<file path="config.mk">
export PLATFORM = sky130hd
export DESIGN_NAME = chamber_chain_seq
export DESIGN_NICKNAME = d
export VERILOG_FILES = /design/src/rtl/chamber_chain_pkg.sv /design/src/rtl/chain_stage.sv /design/src/rtl/chamber_chain_seq.sv
export SDC_FILE = /design/constraint.sdc
export NUM_CORES = 2
export LEC_CHECK = 0
export BUFFER_PORTS_ARGS = -buffer_cell sky130_fd_sc_hd__buf_2
export CORE_MARGIN = 2
export CORE_UTILIZATION = 32
export CTS_BUF_LIST = sky130_fd_sc_hd__clkbuf_8
export CTS_CLUSTER_DIAMETER = 80
export DETAILED_ROUTE_END_ITERATION = 10
export GPL_TIMING_DRIVEN = 0
export SLEW_MARGIN = 25
export SYNTH_ARGS = -nofsm -noshare
export SYNTH_HDL_FRONTEND = slang
export SYNTH_HIERARCHICAL = 1
export SYNTH_SLANG_ARGS = --single-unit
export TNS_END_PERCENT = 5
</file>
<file path="constraint.sdc">
create_clock -name clk -period 3.3 [get_ports clk]
set_clock_uncertainty 0.1 [all_clocks]
set_input_delay 0 -clock clk [delete_from_list [all_inputs] [get_ports clk]]
set_output_delay 0 -clock clk [all_outputs]
set_load 0.05 [all_outputs]
</file>
<file path="src/rtl/chamber_chain_pkg.sv">
// Shared types and helpers for the microfluidic chamber-chain sequencer.
package chamber_chain_pkg;

  typedef enum logic [2:0] {
    EMPTY    = 3'd0,
    FILLING  = 3'd1,
    DWELL    = 3'd2,
    WAIT     = 3'd3,
    DRAINING = 3'd4
  } chamber_state_e;

  // Width needed to count 0..n samples.
  function automatic int occ_w(input int n);
    return (n < 1) ? 1 : $clog2(n + 1);
  endfunction

endpackage

</file>
<file path="src/rtl/chain_stage.sv">
// One chamber of the chain: state machine plus the tag/dwell of the sample it holds.
module chain_stage
  import chamber_chain_pkg::*;
#(
  parameter int TAG_W       = 8,
  parameter int DWELL_W     = 8,
  parameter int XFER_CYCLES = 4
) (
  input  logic               clk,
  input  logic               rst,
  input  logic               pause,
  input  logic               fill_go,
  input  logic [TAG_W-1:0]   fill_tag,
  input  logic [DWELL_W-1:0] fill_dwell,
  input  logic               drain_go,
  output chamber_state_e     state,
  output logic               xdone,
  output logic [TAG_W-1:0]   tag,
  output logic [DWELL_W-1:0] dwell
);

  localparam int            XW    = $clog2(XFER_CYCLES + 1);
  localparam logic [XW-1:0] XLOAD = XW'(XFER_CYCLES - 1);

  logic [XW-1:0]      xcnt;
  logic [DWELL_W-1:0] dcnt;

  assign xdone = (xcnt == '0);

  always_ff @(posedge clk) begin
    if (rst) begin
      state <= EMPTY;
      xcnt  <= '0;
      dcnt  <= '0;
    end else if (!pause) begin
      unique case (state)
        EMPTY: begin
          if (fill_go) begin
            state <= FILLING;
            xcnt  <= XLOAD;
          end
        end
        FILLING: begin
          if (xdone) begin
            state <= DWELL;
            dcnt  <= dwell;
          end else begin
            xcnt <= xcnt - XW'(1);
          end
        end
        DWELL: begin
          if (dcnt == '0) state <= WAIT;
          else            dcnt  <= dcnt - DWELL_W'(1);
        end
        WAIT: begin
          // Draining runs in lockstep with the destination's filling.
          if (drain_go) begin
            state <= DRAINING;
            xcnt  <= XLOAD;
          end
        end
        DRAINING: begin
          if (xdone) state <= EMPTY;
          else       xcnt  <= xcnt - XW'(1);
        end
        default: state <= EMPTY;
      endcase
    end
  end

  // Sample payload is data only; it is meaningful solely while the chamber is occupied.
  always_ff @(posedge clk) begin
    if (!pause && fill_go && state == EMPTY) begin
      tag   <= fill_tag;
      dwell <= fill_dwell;
    end
  end

endmodule

</file>
<file path="src/rtl/chamber_chain_seq.sv">
// Sequencer for a linear chain of chambers: ingress/egress glue, stage linking,
// valve vector and occupancy counter.
module chamber_chain_seq
  import chamber_chain_pkg::*;
#(
  parameter int NUM_CHAMBERS = 32,
  parameter int TAG_W        = 8,
  parameter int DWELL_W      = 8,
  parameter int XFER_CYCLES  = 4
) (
  input  logic                               clk,
  input  logic                               rst,
  input  logic                               pause,
  input  logic                               in_valid,
  input  logic [TAG_W-1:0]                   in_tag,
  input  logic [DWELL_W-1:0]                 in_dwell,
  output logic                               in_ready,
  output logic                               out_valid,
  output logic [TAG_W-1:0]                   out_tag,
  input  logic                               out_ready,
  output logic [NUM_CHAMBERS:0]              valve_open,
  output logic [occ_w(NUM_CHAMBERS)-1:0]     occupancy,
  output logic                               busy
);

  localparam int N  = NUM_CHAMBERS;
  localparam int OW = occ_w(NUM_CHAMBERS);

  chamber_state_e                state_v [N];
  logic [N-1:0]                  fill_go;
  logic [N-1:0]                  drain_go;
  logic [N-1:0]                  xdone_v;
  logic [N-1:0]                  filling_v;
  logic [N-1:0][TAG_W-1:0]       tag_v;
  logic [N-1:0][TAG_W-1:0]       fill_tag_v;
  logic [N-1:0][DWELL_W-1:0]     dwell_v;
  logic [N-1:0][DWELL_W-1:0]     fill_dwell_v;
  logic                          in_hs;
  logic                          out_hs;
  logic                          out_done;
  logic [OW-1:0]                 occ_q;
  logic                          unused_bits;

  assign in_ready  = !rst && !pause && (state_v[0] == EMPTY);
  assign in_hs     = in_valid && in_ready;
  assign out_valid = !pause && (state_v[N-1] == WAIT);
  assign out_tag   = out_valid ? tag_v[N-1] : '0;
  assign out_hs    = out_valid && out_ready;

  for (genvar k = 0; k < N; k++) begin : g_stage
    chain_stage #(
      .TAG_W      (TAG_W),
      .DWELL_W    (DWELL_W),
      .XFER_CYCLES(XFER_CYCLES)
    ) u_stage (
      .clk       (clk),
      .rst       (rst),
      .pause     (pause),
      .fill_go   (fill_go[k]),
      .fill_tag  (fill_tag_v[k]),
      .fill_dwell(fill_dwell_v[k]),
      .drain_go  (drain_go[k]),
      .state     (state_v[k]),
      .xdone     (xdone_v[k]),
      .tag       (tag_v[k]),
      .dwell     (dwell_v[k])
    );

    assign filling_v[k] = (state_v[k] == FILLING);

    if (k == 0) begin : g_head
      assign fill_go[k]      = in_hs;
      assign fill_tag_v[k]   = in_tag;
      assign fill_dwell_v[k] = in_dwell;
    end else begin : g_link
      assign fill_go[k]      = drain_go[k-1];
      assign fill_tag_v[k]   = tag_v[k-1];
      assign fill_dwell_v[k] = dwell_v[k-1];
    end

    if (k == N - 1) begin : g_tail
      assign drain_go[k] = out_hs;
    end else begin : g_mid
      // A chamber emptied on the previous edge is already visible as free here.
      assign drain_go[k] = !pause && (state_v[k] == WAIT) && (state_v[k+1] == EMPTY);
    end
  end

  // A sample leaves the chain's ownership when the outlet drain finishes.
  assign out_done = !pause && (state_v[N-1] == DRAINING) && xdone_v[N-1];

  always_ff @(posedge clk) begin
    if (rst) begin
      occ_q <= '0;
    end else if (in_hs && !out_done) begin
      occ_q <= occ_q + OW'(1);
    end else if (!in_hs && out_done) begin
      occ_q <= occ_q - OW'(1);
    end
  end

  assign occupancy   = occ_q;
  assign busy        = (occ_q != '0);
  assign valve_open  = {(state_v[N-1] == DRAINING), filling_v};
  assign unused_bits = ^{xdone_v, dwell_v[N-1]};

endmodule

</file>
# Yosys cells after proc, flatten, opt, wreduce, memory -nomap -nowiden

Cells that the tools add are included.

Bits in registers: 966
Output and inout port bits: 50

Add/sub/neg operators: 66
Equality and inequality tests: 352
Mux-type cells: 388
Bitwise logic cells: 1
Reductions and logical operators: 429

Operators by type and width:

| operator                                              | number |
|---|---|
| two-way mux 3 bit                                     | 225 |
| two-way mux 8 bit                                     | 65 |
| case mux 8 bit (2 select lines)                       | 32 |
| case mux 3 bit (5 select lines)                       | 32 |
| inequality test 2 x 1 -> 1 bit, second input constant | 160 |
| case mux 3 bit (3 select lines)                       | 32 |
| zero test 8 bit                                       | 32 |
| subtractor 8 x 1 -> 8 bit, second input constant      | 32 |
| equality test 3 x 2 -> 1 bit, second input constant   | 64 |
| zero test 3 bit                                       | 64 |
| AND reduction 6 bit                                   | 32 |
| AND reduction 5 bit                                   | 32 |
| logical AND 1 bit                                     | 135 |
| inequality test 2 bit, second input constant          | 64 |
| AND reduction 4 bit                                   | 32 |
| equality test 3 x 1 -> 1 bit, second input constant   | 32 |
| equality test 3 bit, second input constant            | 32 |
| nonzero test 3 bit                                    | 32 |
| subtractor 3 x 1 -> 3 bit, second input constant      | 32 |
| nonzero test 2 bit                                    | 33 |
| OR reduction 2 bit                                    | 32 |
| two-way mux 6 bit                                     | 2 |
| adder 6 x 1 -> 6 bit, second input constant           | 1 |
| nonzero test 6 bit                                    | 1 |
| 3 further kinds                                       | 6 |

# Logic depth before layout (Yosys ltp)

Depth after elaboration: 8
Gate-level depth with buffers: 11

# Cells and area by module

Netlist, hierarchy kept.

Modules (own cells, without submodules):

| module                                | instances | cells each | area each (µm²) |
|---|---|---|---|
| chain_stage at g_stage[0].u_stage ... | 31        | 146        | 1,475.2 |
| chain_stage at g_stage[11].u_stage    | 1         | 140        | 1,450.1 |
| chamber_chain_seq                     | 1         | 195        | 1,308.8 |

# Worst setup path after synthesis

No wires, ideal clock.

Kind: register -> register
From: register g_stage[31].u_stage.state[2]
To: register occ_q[4], in the netlist occupancy[4]
Arrival: 3.186 ns
Required time: 3.073 ns
Setup slack: -0.113 ns
Cell stages (with the launch flop): 10
Period minus slack after synthesis: 3.413 ns
Cell sequence: dfxtp_1 -> nor3b_1 -> nand3b_1 -> ha_1 -> inv_1 -> ha_1 -> a21o_1 -> a21oi_1 -> nor4_1 -> or3_1

Cells in the longest elaborated chain, start to end: 6
Elaborated cells between the ends (all ways): 8

RTL lines:

| element                                                 | line                    | text |
|---|---|---|
| start, declared                                         | chain_stage.sv:16       | `output chamber_state_e state,` |
| start signal, assigned                                  | chain_stage.sv:32       | `state <= EMPTY;` |
| start signal, assigned                                  | chain_stage.sv:39       | `state <= FILLING;` |
| start signal, assigned                                  | chain_stage.sv:45       | `state <= DWELL;` |
| equality test 3 bit *                                   | -                       |  |
| via valve_open[32]                                      | chamber_chain_seq.sv:21 | `output logic [NUM_CHAMBERS:0] valve_open,` |
| logical AND 1 bit * (2 in a row)                        | chamber_chain_seq.sv:90 | `assign out_done = !pause && (state_v[N-1] == DRAINING) && xdone_v[N-1];` |
| zero test 1 bit                                         | chamber_chain_seq.sv:95 | `end else if (in_hs && !out_done) begin` |
| logical AND 1 bit                                       | chamber_chain_seq.sv:95 |  |
| two-way mux 6 bit or nonzero test 2 bit (tied branches) | -                       |  |
| end signal, assigned                                    | chamber_chain_seq.sv:96 | `occ_q <= occ_q + OW'(1);` |
| end signal, assigned                                    | chamber_chain_seq.sv:98 | `occ_q <= occ_q - OW'(1);` |
| end, declared                                           | chamber_chain_seq.sv:41 | `logic [OW-1:0] occ_q;` |

Mark *: on every way through the listed nets, which the timed path passes. The rest lies on a longest branch.
A chain may end at the register's enable or synchronous reset.

# Worst setup path in the final report

From: register g_stage[31].u_stage.xcnt[0]
To: register occ_q[5], in the netlist occupancy[5]

Cells in the longest elaborated chain, start to end: 5
Elaborated cells between the ends (all ways): 7

RTL lines:

| element                                                 | line                    | text |
|---|---|---|
| start, declared                                         | chain_stage.sv:25       | `logic [XW-1:0] xcnt;` |
| start signal, assigned                                  | chain_stage.sv:48       | `xcnt <= xcnt - XW'(1);` |
| start signal, assigned                                  | chain_stage.sv:64       | `else xcnt <= xcnt - XW'(1);` |
| zero test 3 bit *                                       | chain_stage.sv:28       | `assign xdone = (xcnt == '0);` |
| via xdone_v[31]                                         | chamber_chain_seq.sv:32 | `logic [N-1:0] xdone_v;` |
| logical AND 1 bit *                                     | chamber_chain_seq.sv:90 |  |
| zero test 1 bit                                         | chamber_chain_seq.sv:95 |  |
| logical AND 1 bit                                       | chamber_chain_seq.sv:95 |  |
| two-way mux 6 bit or nonzero test 2 bit (tied branches) | -                       |  |

Marked as above.

==> flow_summary.yaml <==
yosys:
  synth_top_flop_cell: "edfxtp_1"
  post_synth_top_area_share_pct: 31.7
  synth-async-reset-ratio_pct: 0
  syn_nets: 5016
  synth_area_leader_cell: "edfxtp_1"
  synth.distinct_cells: 64
  synth.top_cells.by_count: "512 x edfxtp_1, 459 x nand2_1, 454 x dfxtp_1"
  number_of_instances_in_the_synthesized_netlist: 4861
  most_frequently_used_cell_type_in_the_post_synthesis_netlist: "edfxtp_1"
  postSynthRegisterBits: 966
  synth_area_um2: 48500
  synth.area.top_cells: "edfxtp_1 32%, dfxtp_1 19%, a221o_1 4.0%, nand2_1 3.6%, ha_1 3.4%"
  synth.yosys.warnings: 6
  synthesis.area_per_instance_um2: 9.98
  synth_edf_count: 512
  ys_seq_area_share_pct: 50.5
clock_tree:
  post-cts-setup-buffers: 0
  insertion_delay_ns: 0.85
  tritoncts.num_buffers: 161
  h-tree-depth: 4
  clockBufferDepth: 3
  cts.root.buffer_cell: "clkbuf_8"
  numClockSinks: 966
  clkSlewWorstSetupHoldPaths_ns: 0.06
  tritoncts: "built"
layout:
  final_core_util_pct: 37.2
  finalNetCount: 5323
  post_route_cells_drive_above_1_share_pct: 11.4
  flow.area_growth_from_synthesis_pct: 15.3
min_path:
  hold_path_depth: 3
  worstHoldPathType: "in -> reg"
pwr:
  power_density_nw_per_um2: 706
  peak_supply_drop_mv: 0.476
  power_leakage_nw: 18.4
critical_path:
  arrival_ns: 3.72
  crit_buf_inv: 2
  start_kind: "flop"
  crit_chain: "inv_1 -> ha_1 -> ha_1 -> nand3b_1 -> ha_1 -> inv_1 -> ha_1 -> a211oi_2 -> o31ai_1 -> mux2_2 -> nor4_2"
  worst_path_most_repeated_cell: "ha_1"
  critPathKind: "reg -> reg"
  path_delay_family: "adder cells"
  worstRegToRegCells: 11
  cp.required_ns: 3.96
  critical_path_sink_type: "flop"
  cp_max_fo: 6
  critical_path_cell_count: 11
  cpMaxStageDelayCell: "ha_1"
  cp_slowest_stage_delay_ns: 0.39
placed_design:
  gp_congestion: 0.853
  buffer_ports.inserted: 70
  place_hpwl_mm: 80.2
  pre_cts_slack_ns: -0.410
global_routing:
  grt_overflow_total: 0
  grt_pass1_wl_mm: 193
  grt_antenna_before_repair: 5
  grt.total_usage_pct: 15.0
  grt_pass1_vias: 37600
  maximum_number_of_pins_on_one_net_before_global_route_repair: 88
outcome:
  outcome: "finished clean"
sta:
  holdWs_ns: 0.301
  timing.max_slew.rel_slack_pct: 29.0
  hold_viol_final: 0
  final_period_minus_worst_setup_slack_ns: 3.06
  grt_setup_unrepaired: "no"
  final.period_utilization_pct: 92.7
  layout_setup_ws_ns: 0.241
  worst_slew_pin_slew_ns: 1.06
  maxClockFrequency_mhz: 327
  timing.final.max_slew_violations: 0
  final-setup-viol-count: 0
routing:
  route.detailed.wl_per_inst_um: 16.0
  avgViaCountPerCell: 5.41
  drc: 0
  number_of_vias_after_detailed_routing: 39700
  drt_pre_antenna_iters: 6
  antenna_violating_nets_post_route: 0
  initialDrtViolationCount: 2877
  detail_route.wirelength_mm: 117
floorplanning:
  die_footprint_um2: 155000
  dieWidth_um: 393
  core_area_um2: 150000
  number_of_core_rows: 142
  floorplan.initialDensity_pct: 32.3
  pin_count: 71
  dieHeight_um: 393
job:
  drv.max_cap_violation_count: 0
[layout make-up]
type | instances | area, µm²
Sequential cell | 966 | 24500
Timing Repair Buffer | 144 | 1120
Multi-Input combinational cell | 3376 | 22100
Clock inverter | 124 | 970
Clock buffer | 179 | 2460
Tap cell | 2016 | 2520
Fill cell | 14900 | 94200
Antenna cell | 5 | 12.5
Inverter | 257 | 965
Buffer | 262 | 1320
[final timing paths]
kind / start / to / slack [ns]
setup / recovery: g_stage[31].u_stage/xcnt[0] / occupancy[5] / 0.24
hold / removal: in_dwell[7] / g_stage[0].u_stage/dwell[7] / 0.30
setup reg to reg: g_stage[31].u_stage/xcnt[0] / occupancy[5] / 0.24
hold reg to reg: g_stage[19].u_stage/tag[6] / g_stage[20].u_stage/tag[6] / 0.30
[worst register-to-register path: stages (launching register included)]
cell      delay, ns
dfxtp_1        0.32
inv_1          0.06
ha_1           0.14
ha_1           0.24
nand3b_1       0.38
ha_1           0.40
inv_1          0.20
ha_1           0.26
a211oi_2       0.08
o31ai_1        0.31
mux2_2         0.38
nor4_2         0.13
[cell usage in the layout (no fill, tap or decap), types with 32 or more instances in the layout]
master / count
a21oi_1: 292
a221o_1: 192
a221oi_1: 63
a221oi_2: 32
a31o_1: 64
a31oi_1: 159
buf_2: 134
buf_6: 35
clkbuf_1: 130
clkbuf_8: 179
clkinv_1: 47
dfxtp_1: 454
dlygate4sd3_1: 37
edfxtp_1: 512
ha_1: 133
inv_1: 281
nand2_1: 459
nand3_1: 332
nand3b_1: 36
nand4_1: 34
nor2_1: 261
nor2b_1: 94
nor3_1: 228
nor3_2: 32
nor3b_1: 71
nor4_1: 147
o211ai_1: 32
o21a_1: 62
o21ai_0: 63
o21ai_1: 127
o2bb2ai_1: 64
o31ai_1: 66
or3b_1: 32
xnor2_1: 33
xor2_1: 33
[registers in the layout, summed over array words and instances, names as in the netlist]
| register | cells |
|---|---|
| g_stage.u_stage/dwell | 256 |
| g_stage.u_stage/state | 96 |
| g_stage.u_stage/dcnt | 256 |
| occupancy | 6 |
| g_stage.u_stage/tag | 256 |
| g_stage.u_stage/xcnt | 96 |
[what timing repair did]
item	CTS	global route
gates resized for setup	0	1
endpoints found under the hold margin	378	0
setup endpoints to repair	0	9
hold buffers	38	0
[report_power, final]
part	switching (W)	internal (W)	total (W)
Clock	0.00509	0.00610	0.0112
Combinational	0.00884	0.00464	0.0135
Sequential	0.00116	0.0136	0.0148
Total	0.0151	0.0244	0.0395
[per-stage QoR]
stage | instances | setup TNS (ns) | power [W] | cell area, µm²
after global routing | 7329 | 0 | 0.0422 | 55900
after floorplan | 4861 | 0 | 0.0250 | 48500
after global placement | 6947 | -2064.83 | 0.0280 | 51400
after detailed placement | 6983 | -11.86 | 0.0282 | 51900
final | 7329 | 0 | 0.0395 | 55900
after CTS | 7324 | 0 | 0.0397 | 55700
[kinds of logic after synthesis]
family | after synthesis | share of synthesized area, %
and+or+nand+nor | 1823 | 19.1
AOI/OAI and AO/OA | 1349 | 21.0
DFF | 966 | 50.5
buffers and inverters | 519 | 4.70
adders and majority gates | 134 | 3.47
xor gates and xnor gates | 66 | 1.19
muxes | 4 | 0.0877
[routing by layer]
| metal | track usage, % | up-vias | wire length, µm |
|---|---|---|---|
| met3 | 2.28 | 206 | 5620 |
| met2 | 25.1 | 1069 | 56500 |
| met1 | 19.5 | 19000 | 52500 |
| li1 | - | 19400 | - |
| met5 | 0 | - | 0 |
| met4 | 5.36 | 0 | 2850 |
Note: power is estimated with default switching activity, not from simulation.
